<file path="config.mk">
export PLATFORM = sky130hd
export DESIGN_NAME = icache_sa
export DESIGN_NICKNAME = d
export VERILOG_FILES = /design/src/rtl/icache_sa.sv
export SDC_FILE = /design/constraint.sdc
export NUM_CORES = 2
export LEC_CHECK = 0
export CORE_AREA = 2 2 473 475
export CTS_CLUSTER_SIZE = 14
export DETAILED_ROUTE_END_ITERATION = 16
export DIE_AREA = 0 0 475 477
export HOLD_SLACK_MARGIN = 0.15
export SLEW_MARGIN = 30
export SYNTH_ARGS = -nofsm -noshare
export SYNTH_HDL_FRONTEND = slang
export SYNTH_SLANG_ARGS = --single-unit
</file>
<file path="constraint.sdc">
create_clock -name clk -period 10.2 [get_ports clk]
set_input_delay 2.04 -clock clk [delete_from_list [all_inputs] [get_ports clk]]
set_output_delay 2.04 -clock clk [all_outputs]
set_load 0.01 [all_outputs]
</file>
<file path="src/rtl/icache_sa.sv">
// ----------------------------------------------------------------------------
// icache_sa : parametrised set-associative instruction cache (1 or 2 ways).
//
// Serves word reads with a one-cycle registered response on hit. A miss fetches
// the whole line over a valid/ready memory handshake, fills the victim way and
// then returns the requested word (3 cycles plus memory handshake delay).
//
// Optional build macro: ICACHE_STATS_EN adds saturating hit/miss counters.
//
// Ports
//   clk, rst           clock (rising edge), asynchronous active-high reset
//   flush              invalidate all lines (honoured only in IDLE)
//   req_valid/addr     fetch request, word-aligned byte address
//   req_ready          cache can accept a request (low while flush is high)
//   resp_valid         one-cycle response pulse
//   resp_instr         returned word (holds while resp_valid is low)
//   hit                qualifies resp_valid: 1 = hit, 0 = filled after miss
//   mem_req_valid/addr line fetch request, line-aligned address
//   mem_req_ready      memory accepts the fetch
//   mem_resp_valid     line data valid
//   mem_resp_line      fetched line, word 0 in the LSBs
//   hit_count          (ICACHE_STATS_EN) saturating hit response count
//   miss_count         (ICACHE_STATS_EN) saturating miss count
// ----------------------------------------------------------------------------
module icache_sa #(
    parameter int unsigned ADDR_W     = 32,
    parameter int unsigned WORD_W     = 32,
    parameter int unsigned LINE_WORDS = 4,
    parameter int unsigned SETS       = 8,
    parameter int unsigned WAYS       = 2
) (
    input  logic                         clk,
    input  logic                         rst,
    input  logic                         flush,
    input  logic                         req_valid,
    input  logic [ADDR_W-1:0]            req_addr,
    output logic                         req_ready,
    output logic                         resp_valid,
    output logic [WORD_W-1:0]            resp_instr,
    output logic                         hit,
    output logic                         mem_req_valid,
    output logic [ADDR_W-1:0]            mem_req_addr,
    input  logic                         mem_req_ready,
    input  logic                         mem_resp_valid,
    input  logic [LINE_WORDS*WORD_W-1:0] mem_resp_line
`ifdef ICACHE_STATS_EN
    ,
    output logic [31:0]                  hit_count,
    output logic [31:0]                  miss_count
`endif
);

    localparam int unsigned BYTE_W     = 2;
    localparam int unsigned OFF_W      = $clog2(LINE_WORDS);
    localparam int unsigned IDX_BITS   = $clog2(SETS);
    localparam int unsigned IDX_W      = (IDX_BITS > 0) ? IDX_BITS : 1;
    localparam int unsigned TAG_W      = ADDR_W - BYTE_W - OFF_W - IDX_BITS;
    localparam int unsigned LINE_W     = LINE_WORDS * WORD_W;
    localparam int unsigned LINE_BYTES = LINE_WORDS * 4;

    typedef enum logic [1:0] {
        IDLE      = 2'd0,
        MISS_REQ  = 2'd1,
        MISS_WAIT = 2'd2,
        RESP      = 2'd3
    } state_e;

    state_e state_q, state_d;

    // Storage: valid and LRU bits are reset; tags and data are plain arrays.
    logic [WAYS-1:0][SETS-1:0] valid_q, valid_d;
    logic [SETS-1:0]           lru_q, lru_d;
    logic [TAG_W-1:0]          tag_q  [WAYS][SETS];
    logic [LINE_W-1:0]         data_q [WAYS][SETS];

    logic [ADDR_W-1:0] miss_addr_q, miss_addr_d;
    logic              resp_valid_q, resp_valid_d;
    logic              hit_q, hit_d;
    logic [WORD_W-1:0] resp_instr_q, resp_instr_d;
    logic              mem_req_valid_q, mem_req_valid_d;
    logic [ADDR_W-1:0] mem_req_addr_q, mem_req_addr_d;

`ifdef ICACHE_STATS_EN
    logic [31:0] hit_count_q, hit_count_d;
    logic [31:0] miss_count_q, miss_count_d;
`endif

    // Address fields of the incoming request and of the captured miss.
    logic [IDX_W-1:0] req_idx, miss_idx;
    logic [OFF_W-1:0] req_off, miss_off;
    logic [TAG_W-1:0] req_tag, miss_tag;

    assign req_idx  = IDX_W'(req_addr >> (BYTE_W + OFF_W)) & IDX_W'(SETS - 1);
    assign req_off  = OFF_W'(req_addr >> BYTE_W);
    assign req_tag  = TAG_W'(req_addr >> (BYTE_W + OFF_W + IDX_BITS));
    assign miss_idx = IDX_W'(miss_addr_q >> (BYTE_W + OFF_W)) & IDX_W'(SETS - 1);
    assign miss_off = OFF_W'(miss_addr_q >> BYTE_W);
    assign miss_tag = TAG_W'(miss_addr_q >> (BYTE_W + OFF_W + IDX_BITS));

    // Tag compare against every way of the addressed set.
    logic [WAYS-1:0]   hit_vec;
    logic              hit_any;
    logic              hit_way;
    logic [LINE_W-1:0] hit_line;
    logic [WORD_W-1:0] hit_word;

    always_comb begin
        hit_vec = '0;
        for (int w = 0; w < WAYS; w++) begin
            hit_vec[w] = valid_q[w][req_idx] && (tag_q[w][req_idx] == req_tag);
        end
    end

    assign hit_any  = |hit_vec;
    assign hit_way  = (WAYS == 2) ? hit_vec[WAYS-1] : 1'b0;
    assign hit_line = data_q[hit_way][req_idx];
    assign hit_word = hit_line[req_off*WORD_W +: WORD_W];

    // Victim: first invalid way (lowest index first), otherwise the LRU way.
    logic              victim_way;
    logic [WORD_W-1:0] fill_word;
    logic              fill_en;

    always_comb begin
        victim_way = 1'b0;
        if (WAYS == 2) begin
            if (!valid_q[0][miss_idx]) begin
                victim_way = 1'b0;
            end else if (!valid_q[WAYS-1][miss_idx]) begin
                victim_way = 1'b1;
            end else begin
                victim_way = lru_q[miss_idx];
            end
        end
    end

    assign fill_word = mem_resp_line[miss_off*WORD_W +: WORD_W];

    // Requests are only taken in IDLE, and a flush blocks them that cycle.
    assign req_ready = (state_q == IDLE) && !flush;

    // State register.
    always_ff @(posedge clk or posedge rst) begin
        if (rst) begin
            state_q <= IDLE;
        end else begin
            state_q <= state_d;
        end
    end

    // Next-state logic.
    always_comb begin
        state_d = state_q;
        case (state_q)
            IDLE:      if (!flush && req_valid && !hit_any) state_d = MISS_REQ;
            MISS_REQ:  if (mem_req_ready) state_d = MISS_WAIT;
            MISS_WAIT: if (mem_resp_valid) state_d = RESP;
            RESP:      state_d = IDLE;
            default:   state_d = IDLE;
        endcase
    end

    // Output and storage-update logic.
    always_comb begin
        resp_valid_d    = 1'b0;
        hit_d           = 1'b0;
        resp_instr_d    = resp_instr_q;
        mem_req_valid_d = mem_req_valid_q;
        mem_req_addr_d  = mem_req_addr_q;
        miss_addr_d     = miss_addr_q;
        valid_d         = valid_q;
        lru_d           = lru_q;
        fill_en         = 1'b0;
`ifdef ICACHE_STATS_EN
        hit_count_d     = hit_count_q;
        miss_count_d    = miss_count_q;
`endif
        case (state_q)
            IDLE: begin
                if (flush) begin
                    valid_d = '0;
                    lru_d   = '0;
`ifdef ICACHE_STATS_EN
                    hit_count_d  = '0;
                    miss_count_d = '0;
`endif
                end else if (req_valid) begin
                    if (hit_any) begin
                        resp_valid_d = 1'b1;
                        hit_d        = 1'b1;
                        resp_instr_d = hit_word;
                        if (WAYS == 2) lru_d[req_idx] = ~hit_way;
`ifdef ICACHE_STATS_EN
                        if (hit_count_q != '1) hit_count_d = hit_count_q + 32'd1;
`endif
                    end else begin
                        miss_addr_d     = req_addr;
                        mem_req_addr_d  = req_addr & ~ADDR_W'(LINE_BYTES - 1);
                        mem_req_valid_d = 1'b1;
`ifdef ICACHE_STATS_EN
                        if (miss_count_q != '1) miss_count_d = miss_count_q + 32'd1;
`endif
                    end
                end
            end
            MISS_REQ: begin
                if (mem_req_ready) mem_req_valid_d = 1'b0;
            end
            MISS_WAIT: begin
                if (mem_resp_valid) begin
                    fill_en                      = 1'b1;
                    valid_d[victim_way][miss_idx] = 1'b1;
                    if (WAYS == 2) lru_d[miss_idx] = ~victim_way;
                    resp_valid_d                 = 1'b1;
                    resp_instr_d                 = fill_word;
                end
            end
            default: ;
        endcase
    end

    // Control and output registers.
    always_ff @(posedge clk or posedge rst) begin
        if (rst) begin
            valid_q         <= '0;
            lru_q           <= '0;
            miss_addr_q     <= '0;
            resp_valid_q    <= 1'b0;
            hit_q           <= 1'b0;
            resp_instr_q    <= '0;
            mem_req_valid_q <= 1'b0;
            mem_req_addr_q  <= '0;
`ifdef ICACHE_STATS_EN
            hit_count_q     <= '0;
            miss_count_q    <= '0;
`endif
        end else begin
            valid_q         <= valid_d;
            lru_q           <= lru_d;
            miss_addr_q     <= miss_addr_d;
            resp_valid_q    <= resp_valid_d;
            hit_q           <= hit_d;
            resp_instr_q    <= resp_instr_d;
            mem_req_valid_q <= mem_req_valid_d;
            mem_req_addr_q  <= mem_req_addr_d;
`ifdef ICACHE_STATS_EN
            hit_count_q     <= hit_count_d;
            miss_count_q    <= miss_count_d;
`endif
        end
    end

    // Tag and data arrays need no reset: valid bits gate every use.
    always_ff @(posedge clk) begin
        if (fill_en) begin
            tag_q[victim_way][miss_idx]  <= miss_tag;
            data_q[victim_way][miss_idx] <= mem_resp_line;
        end
    end

    assign resp_valid    = resp_valid_q;
    assign hit           = hit_q;
    assign resp_instr    = resp_instr_q;
    assign mem_req_valid = mem_req_valid_q;
    assign mem_req_addr  = mem_req_addr_q;
`ifdef ICACHE_STATS_EN
    assign hit_count     = hit_count_q;
    assign miss_count    = miss_count_q;
`endif

endmodule

</file>
==> flow_summary.ini <==
[job]
maxCapViolCount = 0

[cts]
ctsResizeCount = 0
numCtsBuffers = 283
cts_sinks = 2539
cts-hold-fix-buffers = 0
clkTransAtPathRegs_ns = 0.06
setup_fix_bufs_post_cts = 0
tritoncts = yes
clock_latency_late_sink_ns = 0.94
clk_root_buffer_cell = clkbuf_16
clock_path_buffers = 4
htreeDepth = 5

[timing]
max_freq_ghz = 0.138
worst_max_slew_pin_slew_ns = 1.04
fin_setup_tns_ns = 0
setup_viol = 0
min_period_over_period_pct = 70.8
final_critical_path_setup_slack_ns = 2.98
clock_skew_ns = 0.0784
layout_min_cycle_time_ns = 7.22
setup_repair_after_global_routing_missed_its_margin = no
timing.max_slew.rel_slack_pct = 30.4
drv_slew = 0
timing_hold_violations_final = 0

[synthesis]
synth-seq-area-share_pct = 76.3
synth.ff_latch_count = 2539
synth.area.top_cells = edfxtp_1 (74%), mux4_2 (8.7%), mux2i_1 (3.2%), dfrtp_1 (2.3%), mux2_2 (1.2%)
avgSynthCellArea_um2 = 19.2
ys_async_rst_share_pct = 3.58
synth_top_area_cell = edfxtp_1
post_synth_num_cell_types = 85
number_of_warnings_issued_by_yosys = 0
synth-edff-count = 2448
post_synth_inst_count = 5172
syn_area_mm2 = 0.0993
area_share_of_the_leading_cell_type_in_the_synthesized_netlist_pct = 74.0
post_synth_top_flop = edfxtp_1

[die]
die_x_um = 475
pin_count = 234
dieArea_mm2 = 0.227
floorplan.die.height_um = 477
fp-row-count = 173
floorplan.initialDensity_pct = 44.9
placeableCoreArea_mm2 = 0.221

[global_route]
first_global_vias = 53300
grt_pass1_wl_um = 412000
track_usage_pct = 25.8
grt_overflow_total = 0
grt_antenna_before_repair = 49
grt_start_max_net_pins = 113

[placement]
place_congestion = 0.829
pre_cts_slack_ns = 2.09
place_hpwl_um = 156000
i_o_buffers = 227

[routing]
avgRoutedWirePerCell_um = 33.8
vias_per_cell = 6.23
ant_nets = 0
route.vias.total = 54200
wl_um = 294000
dr.pass1.iters = 6
route.detailed.drc = 0
initialDrtViolationCount = 6705

[power]
worst_ir_drop_vdd_mv = 0.159
powerDensity_mw_per_mm2 = 219
p_leak_uw = 0.0380

[critical_path]
crit_path_kind = in -> reg
worstPathArrival_ns = 8.01
critPathRequiredTime_ns = 10.99
setup.worst_path.end_class = flip-flop
timing.critical_path.from_type = input pin
critical_path_peak_fanout = 42

[min_path]
worstHoldPathType = reg -> reg

[final_layout]
layout_commonest_cell = edfxtp_1
drive_gt1_share_pct = 18.9
final_core_utilization_pct = 51.6
areaGrowthSynthToFinish_pct = 14.9
design.final.nets = 5685
final.fill_count = 17600
mostFrequentLayoutCells = edfxtp_1 (2448), mux4_2 (385), mux2i_1 (313)

[run_status]
outcome = finished, final reports clean
==> cells in the mapped netlist, types with 11 or more instances <==
cell type  instances
a211oi_1          22
buf_6             26
mux2i_1          313
nand3_1          116
nor3_1            36
dfrtp_1           91
a31oi_1           35
clkbuf_1         175
nor2b_1           12
mux4_2           385
a221oi_1          74
o221ai_1          15
and3_1            23
inv_1             18
and2_1            18
o21ai_0           81
nand2_1          281
nand2b_1          14
nand4_1           18
buf_1             18
a22o_1            39
or3_1             11
edfxtp_1        2448
mux2_2           109
buf_2             64
xnor2_1           20
o211ai_1          15
o22ai_1          111
nor2_1           115
nor4_1            26
buf_4             47
a22oi_1           82
xor2_1            14
o2111ai_1         16
a21oi_1          131
==> path summary, 6_finish.rpt <==
kind / start / end / slack (ns) / depth (start not counted)
max in group asynchronous: rst / miss_addr_q[7] / 7.26 / 3
worst max-delay path: req_addr[5] / resp_instr[5] / 2.98 / 17
worst min-delay path: valid_q[10] / valid_q[10] / 0.52 / 2
worst min register to register: valid_q[10] / valid_q[10] / 0.52 / 2
worst max register to register: state_q[0] / data_q[1][597] / 4.70 / 10
min in group asynchronous: rst / resp_instr[7] / 1.63 / 2
==> through the flow <==
step | hold WS (ns) | cells | total power [uW] | cell area, um2
global placement | 0.499 | 8199 | 15600 | 105000
finish | 0.525 | 8702 | 25000 | 114000
floorplan | 0.479 | 5175 | 14300 | 99400
CTS | 0.529 | 8685 | 25200 | 114000
detailed placement | 0.516 | 8203 | 15700 | 105000
global route | 0.561 | 8696 | 25800 | 114000
==> worst max-delay path, cell delays in order <==
cell and delay (ns):
buf_4 0.61, buf_4 0.59, nor2b_4 0.35, buf_4 0.44, a22oi_1 0.19, a21oi_1 0.17
o22a_1 0.17, nand4bb_1 0.16, or3_1 0.51, or3_4 0.69, buf_12 0.30, buf_4 0.27
mux4_2 0.48, a22o_1 0.26, o31ai_1 0.34, nand3_1 0.15, o2bb2ai_1 0.15
==> cell families after synthesis <==
logic type / Yosys count / synth area share [%]
DFF: 2539 / 76.3
muxes: 808 / 13.1
AOI/OAI and AO/OA: 724 / 5.08
and+or+nand+nor: 710 / 3.35
buffers and inverters: 353 / 1.81
xor gates and xnor gates: 34 / 0.300
adders and majority gates: 3 / 0.0378
other: 1 / 0.00377
==> layer usage <==
metal	vias to the layer above	global-route usage, %	share of wire, %
li1	22000	-	-
met1	28900	36.0	40
met4	28	8.00	3.1
met5	-	0	0.061
met3	539	4.76	8.6
met2	2738	41.4	48
==> sequential cells by signal, summed over array words and instances, names as in the netlist <==
signal,count
lru_q,8
valid_q,16
state_q,2
resp_instr,32
miss_addr_q,30
mem_req_valid,1
data_q,2048
hit,1
resp_valid,1
tag_q,400
==> where the power goes <==
part	switching, uW	internal, uW	leakage, uW
clock network	3960	5610	0.00416
registers	541	12300	0.0231
logic	1670	951	0.0108
==> area by class of cell <==
type	count	area (um2)	share of cell area, %
clock buffers	379	7750	6.79
clock inverters	103	782	0.685
inverters	21	85.1	0.0745
well taps	2975	3720	3.26
flip-flops and latches	2539	75800	66.4
repair buffers	388	3990	3.50
multi-input cells	2283	22000	19.3
diodes	14	35.0	0.0307
(Power assumes the default switching activity.)
